--- src/rtl/packet_gen_pkg.sv ---
// Shared definitions for the test packet generator.
// Latency: n/a (types and constants only).
// Backpressure: n/a.
package packet_gen_pkg;

  localparam int DW_DEFAULT      = 512;
  localparam int MAX_LEN_DEFAULT = 9600;

  typedef enum logic [1:0] {
    IDLE = 2'd0,
    SEND = 2'd1,
    GAP  = 2'd2
  } state_t;

endpackage

--- src/rtl/packet_gen_fill.sv ---
// Builds one beat of incrementing 16-bit pattern plus its byte enables.
// Latency: combinational.
// Backpressure: none; the caller decides when a beat is loaded.
module packet_gen_fill
  import packet_gen_pkg::*;
#(
  parameter int DW = DW_DEFAULT
) (
  input  logic [15:0]             word,
  input  logic                    last,
  input  logic [$clog2(DW/8):0]   last_bytes,
  output logic [DW-1:0]           tdata,
  output logic [DW/8-1:0]         tkeep
);

  localparam int BPB = DW / 8;
  localparam int WPB = DW / 16;
  localparam int LBW = $clog2(BPB) + 1;

  // Word k of the beat is base+k (wrapping); only the last beat trims TKEEP.
  always_comb begin
    tdata = '0;
    tkeep = '0;
    for (int k = 0; k < WPB; k++) begin
      tdata[16*k +: 16] = word + 16'(k);
    end
    for (int i = 0; i < BPB; i++) begin
      tkeep[i] = !last || (LBW'(i) < last_bytes);
    end
  end

endmodule

--- src/rtl/packet_gen.sv ---
// Streams a programmed burst of incrementing-pattern packets on AXI4-Stream.
// Latency: first TVALID one cycle after a qualified start; one beat per cycle.
// Backpressure: beats hold stable while TVALID & !TREADY; TVALID never withdrawn.
module packet_gen
  import packet_gen_pkg::*;
#(
  parameter int DW      = DW_DEFAULT,
  parameter int MAX_LEN = MAX_LEN_DEFAULT
) (
  input  logic              clk,
  input  logic              reset,
  input  logic [15:0]       packet_len,
  input  logic [31:0]       packet_count,
  input  logic [15:0]       idle_cycles,
  input  logic [15:0]       initial_value,
  input  logic              start,
  output logic              busy,
  output logic [DW-1:0]     AXIS_TDATA,
  output logic [DW/8-1:0]   AXIS_TKEEP,
  output logic              AXIS_TLAST,
  output logic              AXIS_TVALID,
  input  logic              AXIS_TREADY
);

  localparam int BPB = DW / 8;
  localparam int WPB = DW / 16;
  localparam int LBW = $clog2(BPB) + 1;

  state_t        state;
  logic [15:0]   len_r;
  logic [31:0]   count_r;
  logic [15:0]   idle_r;
  logic [15:0]   gap_cnt;
  logic [15:0]   word_nxt;     // first word of the next beat to be loaded
  logic [16:0]   beat_idx;     // index within the packet of the beat on the bus
  logic [31:0]   pkt_sent;

  logic          start_ok;
  logic [15:0]   len_sel;
  logic [16:0]   beats_total;
  logic [LBW-1:0] last_bytes;
  logic [16:0]   load_idx;
  logic [15:0]   fill_word;
  logic          fill_last;
  logic [DW-1:0] fill_tdata;
  logic [BPB-1:0] fill_tkeep;
  logic [31:0]   pkt_sent_inc;

  assign start_ok = start && (packet_count != 32'd0) && (packet_len != 16'd0) &&
                    (packet_len <= 16'(MAX_LEN));
  assign pkt_sent_inc = pkt_sent + 32'd1;

  // Select what the next loaded beat is: first beat of a run uses the live inputs,
  // otherwise the latched length and the running word.
  always_comb begin
    len_sel     = (state == IDLE) ? packet_len : len_r;
    beats_total = 17'((32'(len_sel) + 32'(BPB - 1)) / 32'(BPB));
    last_bytes  = LBW'(32'(len_sel) - (32'(beats_total) - 32'd1) * 32'(BPB));
    load_idx    = 17'd0;
    fill_word   = word_nxt;
    if (state == IDLE) begin
      fill_word = initial_value;
    end else if (state == SEND && !AXIS_TLAST) begin
      load_idx = beat_idx + 17'd1;
    end
    fill_last = (load_idx == beats_total - 17'd1);
  end

  packet_gen_fill #(.DW(DW)) u_fill (
    .word       (fill_word),
    .last       (fill_last),
    .last_bytes (last_bytes),
    .tdata      (fill_tdata),
    .tkeep      (fill_tkeep)
  );

  // Run control: latch config, advance beats on handshakes, insert idle gaps.
  always_ff @(posedge clk) begin
    if (reset) begin
      state       <= IDLE;
      busy        <= 1'b0;
      AXIS_TVALID <= 1'b0;
      AXIS_TLAST  <= 1'b0;
      AXIS_TDATA  <= '0;
      AXIS_TKEEP  <= '0;
      len_r       <= '0;
      count_r     <= '0;
      idle_r      <= '0;
      gap_cnt     <= '0;
      word_nxt    <= '0;
      beat_idx    <= '0;
      pkt_sent    <= '0;
    end else begin
      case (state)
        IDLE: begin
          if (start_ok) begin
            len_r       <= packet_len;
            count_r     <= packet_count;
            idle_r      <= idle_cycles;
            word_nxt    <= initial_value + 16'(WPB);
            beat_idx    <= 17'd0;
            pkt_sent    <= 32'd0;
            AXIS_TDATA  <= fill_tdata;
            AXIS_TKEEP  <= fill_tkeep;
            AXIS_TLAST  <= fill_last;
            AXIS_TVALID <= 1'b1;
            busy        <= 1'b1;
            state       <= SEND;
          end
        end
        SEND: begin
          if (AXIS_TREADY) begin
            if (!AXIS_TLAST) begin
              AXIS_TDATA <= fill_tdata;
              AXIS_TKEEP <= fill_tkeep;
              AXIS_TLAST <= fill_last;
              beat_idx   <= load_idx;
              word_nxt   <= word_nxt + 16'(WPB);
            end else begin
              pkt_sent <= pkt_sent_inc;
              if (pkt_sent_inc == count_r) begin
                AXIS_TVALID <= 1'b0;
                AXIS_TLAST  <= 1'b0;
                busy        <= 1'b0;
                state       <= IDLE;
              end else if (idle_r == 16'd0) begin
                AXIS_TDATA <= fill_tdata;
                AXIS_TKEEP <= fill_tkeep;
                AXIS_TLAST <= fill_last;
                beat_idx   <= 17'd0;
                word_nxt   <= word_nxt + 16'(WPB);
              end else begin
                AXIS_TVALID <= 1'b0;
                AXIS_TLAST  <= 1'b0;
                gap_cnt     <= idle_r;
                state       <= GAP;
              end
            end
          end
        end
        GAP: begin
          if (gap_cnt == 16'd1) begin
            AXIS_TDATA  <= fill_tdata;
            AXIS_TKEEP  <= fill_tkeep;
            AXIS_TLAST  <= fill_last;
            AXIS_TVALID <= 1'b1;
            beat_idx    <= 17'd0;
            word_nxt    <= word_nxt + 16'(WPB);
            state       <= SEND;
          end else begin
            gap_cnt <= gap_cnt - 16'd1;
          end
        end
        default: state <= IDLE;
      endcase
    end
  end

endmodule

--- config.mk ---
export PLATFORM = sky130hd
export DESIGN_NAME = packet_gen
export DESIGN_NICKNAME = d
export VERILOG_FILES = /design/src/rtl/packet_gen_pkg.sv /design/src/rtl/packet_gen_fill.sv /design/src/rtl/packet_gen.sv
export SDC_FILE = /design/constraint.sdc
export NUM_CORES = 2
export LEC_CHECK = 0
export BUFFER_PORTS_ARGS = -buffer_cell sky130_fd_sc_hd__clkbuf_2
export CORE_AREA = 2 2 255 257
export DETAILED_ROUTE_END_ITERATION = 7
export DIE_AREA = 0 0 257 259
export PLACE_DENSITY = 0.82
export RECOVER_POWER = 100
export SLEW_MARGIN = 20
export SYNTH_ARGS = -nofsm -noshare
export SYNTH_HDL_FRONTEND = slang
export SYNTH_HIERARCHICAL = 1
export SYNTH_SLANG_ARGS = --single-unit
--- constraint.sdc ---
create_clock -name clk -period 12.32 [get_ports clk]
set_clock_uncertainty 0.05 [all_clocks]
set_input_delay 0.616 -clock clk [delete_from_list [all_inputs] [get_ports clk]]
set_output_delay 0.616 -clock clk [all_outputs]
set_load 0.005 [all_outputs]
# == Yosys cells after proc, flatten, opt, wreduce, memory -nomap -nowiden ==
# Index checks and enable logic that the tools add are counted.
# op_classes
reduce_logical,85
n_lt_le_gt_ge,65
n_eq_ne,16
n_mux,67
addsub,40
# op_table
cell,n
two-way mux 512 bit,6
case mux 512 bit (3 select lines),1
two-way mux 64 bit,6
"adder 16 x 5 -> 16 bit, second input constant",16
"< comparator 6 x 7 -> 1 bit, first input constant",32
two-way mux 16 bit,13
case mux 64 bit (3 select lines),1
two-way mux 17 bit,8
"adder 16 x 4 -> 16 bit, second input constant",8
"< comparator 5 x 7 -> 1 bit, first input constant",16
two-way mux 32 bit,3
"adder 16 x 3 -> 16 bit, second input constant",4
logical OR 1 bit,64
case mux 32 bit (2 select lines),1
"< comparator 4 x 7 -> 1 bit, first input constant",8
case mux 17 bit (3 select lines),1
case mux 16 bit (3 select lines),1
"adder 16 x 2 -> 16 bit, second input constant",2
"adder 16 x 6 -> 16 bit, second input constant",2
"adder 32 x 1 -> 32 bit, second input constant",1
equality test 32 bit,1
case mux 16 bit (2 select lines),1
nonzero test 32 bit,1
"< comparator 3 x 7 -> 1 bit, first input constant",4
other kinds (34),72
# totals
reg_bits,726
word_cells,286
inputBits,84

# == Logic depth before layout (Yosys ltp) ==
# depth
ltp_word,12
ltp_mapped,25
ltp_nobuf,24

# == Cells and area by module ==
# Netlist, hierarchy kept.
# by_module_without_submodules
mod,instances,area_each_um2,cells_each,seq_area_each_um2
packet_gen,1,29535.8,3741,14533.9
packet_gen_fill,1,7378.3,1167,0.0

# == Least setup slack after synthesis ==
# No wires, ideal clock.
# synth_timing
path_type,register to register
startpoint,register state[0]
endpoint,register AXIS_TKEEP[10]
path_slack_ns,7.845
setup_ns,0.132
stages_incl_launch_ff,20
arrival_time_ns,4.292
path_cell_list,dfxtp_1 -> inv_1 -> ha_1 -> clkbuf_1 -> clkbuf_1 -> buf_1 -> mux2i_1 -> nor4b_1 -> a32oi_1 -> xnor2_1 -> a211oi_1 -> and4_1 -> nor2b_1 -> inv_1 -> nor2_1 -> inv_1 -> nor2_1 -> o21ai_0 -> nand2_1 -> a21oi_1
# synth_between
elab_chain_len,12
word_cells_on_any_way,29
# synth_rtl
item,line_no,rtl
start: declaration,packet_gen.sv:29,state_t state;
start signal: assignment,packet_gen.sv:80,state <= IDLE;
start signal: assignment,packet_gen.sv:108,state <= SEND;
start signal: assignment,packet_gen.sv:125,state <= IDLE;
logical NOT 2 bit or equality test 2 x 1 -> 1 bit (tied branches),"packet_gen.sv:56, packet_gen.sv:61, packet_gen.sv:63",
two-way mux 16 bit or logical AND 1 bit (tied branches),"packet_gen.sv:56, packet_gen.sv:63",
adder 16 x 6 -> 17 bit or two-way mux 17 bit (tied branches),"packet_gen.sv:57, packet_gen.sv:63",
subtractor 11 x 1 -> 12 bit or two-way mux 17 bit (tied branches),"packet_gen.sv:66, packet_gen.sv:61",
equality test 17 bit (*),packet_gen.sv:66,fill_last = (load_idx == beats_total - 17'd1);
net fill_last,packet_gen.sv:44,logic fill_last;
logical NOT 1 bit (*),packet_gen_fill.sv:28,tkeep[i] = !last || (LBW'(i) < last_bytes);
logical OR 1 bit (*),packet_gen_fill.sv:28,
net fill_tkeep[10],packet_gen.sv:46,logic [BPB-1:0] fill_tkeep;
two-way mux 64 bit,packet_gen.sv:126,end else if (idle_r == 16'd0) begin
two-way mux 64 bit,packet_gen.sv:121,if (pkt_sent_inc == count_r) begin
two-way mux 64 bit,packet_gen.sv:113,if (!AXIS_TLAST) begin
two-way mux 64 bit,packet_gen.sv:112,if (AXIS_TREADY) begin
case mux 64 bit (3 select lines) (*),packet_gen.sv:94,case (state)
end signal: assignment,packet_gen.sv:104,AXIS_TKEEP <= fill_tkeep;
end signal: assignment,packet_gen.sv:115,AXIS_TKEEP <= fill_tkeep;
end signal: assignment,packet_gen.sv:128,AXIS_TKEEP <= fill_tkeep;
end: declaration,packet_gen.sv:19,"output logic [DW/8-1:0] AXIS_TKEEP,"
# Mark *: on every way through the listed nets, which the timed path passes. The rest lies on a longest branch. The select of a mux whose other input is x is not followed.
# A chain may end at the register's enable or synchronous reset.

# == Final worst setup path ==
# layout_timing
startpoint,register state[0]
endpoint,register AXIS_TDATA[126]
# layout_between
elab_chain_len,8
word_cells_on_any_way,19
# layout_rtl
item,line_no,rtl
logical NOT 2 bit,"packet_gen.sv:61, packet_gen.sv:94",
two-way mux 16 bit,packet_gen.sv:61,if (state == IDLE) begin
adder 16 x 3 -> 16 bit,packet_gen_fill.sv:25,tdata[16*k +: 16] = word + 16'(k);
two-way mux 512 bit,packet_gen.sv:126,
two-way mux 512 bit,packet_gen.sv:121,
two-way mux 512 bit,packet_gen.sv:113,
two-way mux 512 bit,packet_gen.sv:112,
case mux 512 bit (3 select lines),packet_gen.sv:94,
end signal: assignment,packet_gen.sv:103,AXIS_TDATA <= fill_tdata;
end signal: assignment,packet_gen.sv:114,AXIS_TDATA <= fill_tdata;
end signal: assignment,packet_gen.sv:127,AXIS_TDATA <= fill_tdata;
end: declaration,packet_gen.sv:18,"output logic [DW-1:0] AXIS_TDATA,"
# Parallel ways exist; a longest one is shown, timed or not. The select of a mux whose other input is x is not followed.

==> reports/results.tsv <==
stage	metric	value	unit
run_status	status	finished, violations left	
run_status	failing checks	max-capacitance violations, max-slew violations	
sta	worst slew pin tran	3.98	ns
logic_synthesis	Mapped Nets	5027	
sta	setup_tns	0	ns
place	Cell Area, Placed	39000	sq um
job	Max-cap violations	6	
drt	vias post-DR	36004	
logic_synthesis	Gate Count Post-Synth	4908	
setup_path	Worst path max stage delay	2.77	ns
global_routing	first-pass GRT wire length	205	mm
global_routing	initial antenna violation count	3	
cts	CTS Root Buffer Type	clkbuf_16	
die	Die Footprint	66600	sq um
drt	DRT antenna net count	0	
drt	WL/cell	22.9	microns
min_path	worst hold path class	in2reg	
sta	Fmax achieved	107	MHz
cts	CTS tree	done	
cts	# clock sinks	726	
place	Buffers on Ports	662	
logic_synthesis	top_reg_cell synth	dfxtp_1	
finish	Cell Count, Final, Fillers Out	6127	
logic_synthesis	number of synthesized flops with an enable pin	0	
setup_path	FF-to-FF End	AXIS_TDATA[126]$_SDFFE_PP0P_	
die	initial core utilization	57.8	%
logic_synthesis	Synth area leaders	dfxtp_1, nand2_1, a21oi_1	
finish	post-route design area	41100	sq um
setup_path	CP arrival	9.83	ns
logic_synthesis	distinct cell type count after synthesis	72	
logic_synthesis	Yosys top cell area share	39.4	%
setup_path	Slowest cell on crit path	clkbuf_1	
global_routing	number of global-route vias before repair	32906	
cts	htree depth	3	
cts	Worst-path clk slew	0.06	ns
place	Placed Cells	5981	
drt	DR iter-0 viols	4109	
setup_path	kind of end point of the critical path	flip-flop	
setup_path	Critical Path RT	12.82	ns
die	Die W	257	microns
setup_path	worst setup path endpoint	AXIS_TDATA[126]$_SDFFE_PP0P_	
place	RePlAce Congestion	0.976	
cts	cts bufs inserted	78	
logic_synthesis	Yosys top cell by area	dfxtp_1	
setup_path	flop2flop setup slack	2.98	ns
sta	max-slew violations	325	
logic_synthesis	average size of a mapped cell	7.52	sq um
die	core area	63900	sq um
setup_path	CP Cell Sequence	inv_1, ha_1, clkbuf_1, inv_1, a31oi_1, or2_0, a21oi_1, a31oi_4, clkbuf_1, buf_4, nand2_1, a21oi_1	
pwr	Max rail drop VDD	0.000206	V
sta	relative slew slack	-165	%
die	I/O pin count	663	
die	number of cell rows	93	
sta	RSZ-0062 raised after global routing	no	
place	detailed placer's ending HPWL	92.4	mm
place	worst setup slack after placement	5.56	ns
cts	clk buf depth	3	
setup_path	worst-path fanout max	83	
pwr	LEAKAGE	15.5	nW
logic_synthesis	Synth async-reset ratio	0	%
logic_synthesis	#FFs+latches synth	726	
global_routing	largest net degree at the start of global routing	237	
pwr	total power	11.1	mW
pwr	Cell Pwr Density	269	nW/um^2
cts	Post-CTS Setup Repair Bufs	0	
sta	Setup violations, final	0	
die	die height	259	microns
setup_path	Worst Reg-to-Reg Cells	12	
drt	final wirelength	141	mm
sta	hold_ws	0.173	ns
sta	final cycle utilization of the critical path	75.8	%
sta	final hold vios	0	
cts	post_cts resized	0	
sta	final worst slack	2.98	ns
finish	post-layout util	64.3	%
finish	area delta synth->final	11.3	%
setup_path	kind of critical path	reg2reg	
finish	Final Net Count	5326	
cts	worst skew pair latency	0.64	ns
global_routing	GRT Overall Usage	40.0	%
logic_synthesis	Post-Syn Area	36900	sq um
setup_path	crit start category	flip-flop	
sta	Tmin final	9.34	ns
logic_synthesis	post-synthesis sequential area ratio	39.4	%
setup_path	Reg-to-Reg Start	state[0]$_SDFFE_PP0P_	
finish	layout cells sized above 1	8.75	%
drt	Pre-antenna DRT Iters	6	
logic_synthesis	Synth Warn #	6	
drt	drc violations	0	
drt	Vias/cell	5.88	
cts	cts hold-fix bufs	0	
global_routing	GRT overflow	0	
setup_path	CP startpoint	state[0]$_SDFFE_PP0P_	
-- power by group --
group	internal [mW]	leakage, nW	switching, mW
clock network	1.40	1.30	1.03
logic	1.53	8.25	3.51
registers	3.12	5.93	0.470
-- how the worst min path moves through the flow --
stage / start / end / slack (ns) / cells past startpoint
floorplan: word_nxt[6]$_SDFFE_PP0P_ / word_nxt[6]$_SDFFE_PP0P_ / 0.39 / 2
global placement: AXIS_TKEEP[27]$_SDFFE_PP0P_ / AXIS_TKEEP[27]$_SDFFE_PP0P_ / 0.39 / 2
detailed placement: AXIS_TDATA[252]$_SDFFE_PP0P_ / AXIS_TDATA[252]$_SDFFE_PP0P_ / 0.39 / 2
CTS: idle_cycles[6] / idle_r[6]$_SDFFE_PP0P_ / 0.15 / 3
global route: idle_cycles[1] / idle_r[1]$_SDFFE_PP0P_ / 0.18 / 3
finish: idle_cycles[3] / idle_r[3]$_SDFFE_PP0P_ / 0.17 / 3
-- state kept, by name (all words and copies together) (netlist names) --
name,count
AXIS_TDATA,512
AXIS_TKEEP,64
count_r,32
pkt_sent,32
beat_idx,17
gap_cnt,16
idle_r,16
len_r,16
word_nxt,16
state,2
AXIS_TLAST,1
AXIS_TVALID,1
busy,1
-- cells in the mapped netlist (all sizes together) (7+ instances only) --
master     n
nand2   1342
dfxtp    726
a21oi    705
nor2     349
buf      299
xor2     226
xnor2    204
clkbuf   195
o21ai    123
mux2i     84
nor3      76
inv       74
nand3     58
nand4     38
nor4      36
ha        35
nor2b     28
a31oi     27
nand2b    25
mux2      21
or3       21
and3      18
or2       18
a21o      14
a211oi    12
and2      12
or4       11
a311oi    10
nor3b     10
a22oi      9
and4       9
o211ai     9
o32ai      7
-- layer usage --
metal / up-vias / global-route usage [%] / share of wire, %
met2: 2067 / 62.2 / 44
met3: 472 / 11.1 / 11
met4: 4 / 23.4 / 7.0
li1: 16603 / - / -
met5: - / 0 / 0.020
met1: 16858 / 49.9 / 38
-- worst max-delay path: cells and delay by family, from the launching register on --
kind                     cells  cell delay (ns)
buffers and inverters        5             5.83
flip-flops                   1             0.34
AO/OA/AOI/OAI                4             1.28
AND/OR/NAND/NOR              2             0.77
adder cells (fa/ha/maj)      1             0.75
-- layout by cell type (no fill, tap or decap), types with 13 or more instances in the layout --
cell type  instances
xnor2_1          203
nand2_1         1338
o21ai_0          119
nand4_1           35
or3_1             21
xor2_1           226
a31oi_1           26
nand2b_1          25
ha_1              34
clkbuf_2         219
or2_2             15
inv_1             71
clkbuf_16         78
clkinv_2          21
nor3_1            70
nand3_1           54
mux2i_1           84
and3_1            18
clkbuf_1         464
a21oi_1          705
a21o_1            14
dfxtp_1          726
nor2b_1           28
nor4_1            34
mux2_2            13
buf_4             38
nor2_1           349
-- logic make-up after synthesis --
kind of cell    after synthesis  share of synthesized area (%)
simple gates               2070                           23.7
compound gates              974                           14.3
flops                       726                           39.4
buf+inv                     568                           8.35
xor+xnor                    430                           10.2
mux                         105                           2.92
fa+ha+maj                    35                           1.19
-- cell type report --
type / count / area (sq um)
Multi-Input combinational cell: 3614 / 19400
Inverter: 74 / 278
Tap cell: 855 / 1070
Sequential cell: 726 / 14500
Antenna cell: 1 / 2.50
Fill cell: 5852 / 22800
Clock buffer: 106 / 2180
Clock inverter: 38 / 438
Timing Repair Buffer: 713 / 3180
(Power assumes the default switching activity.)
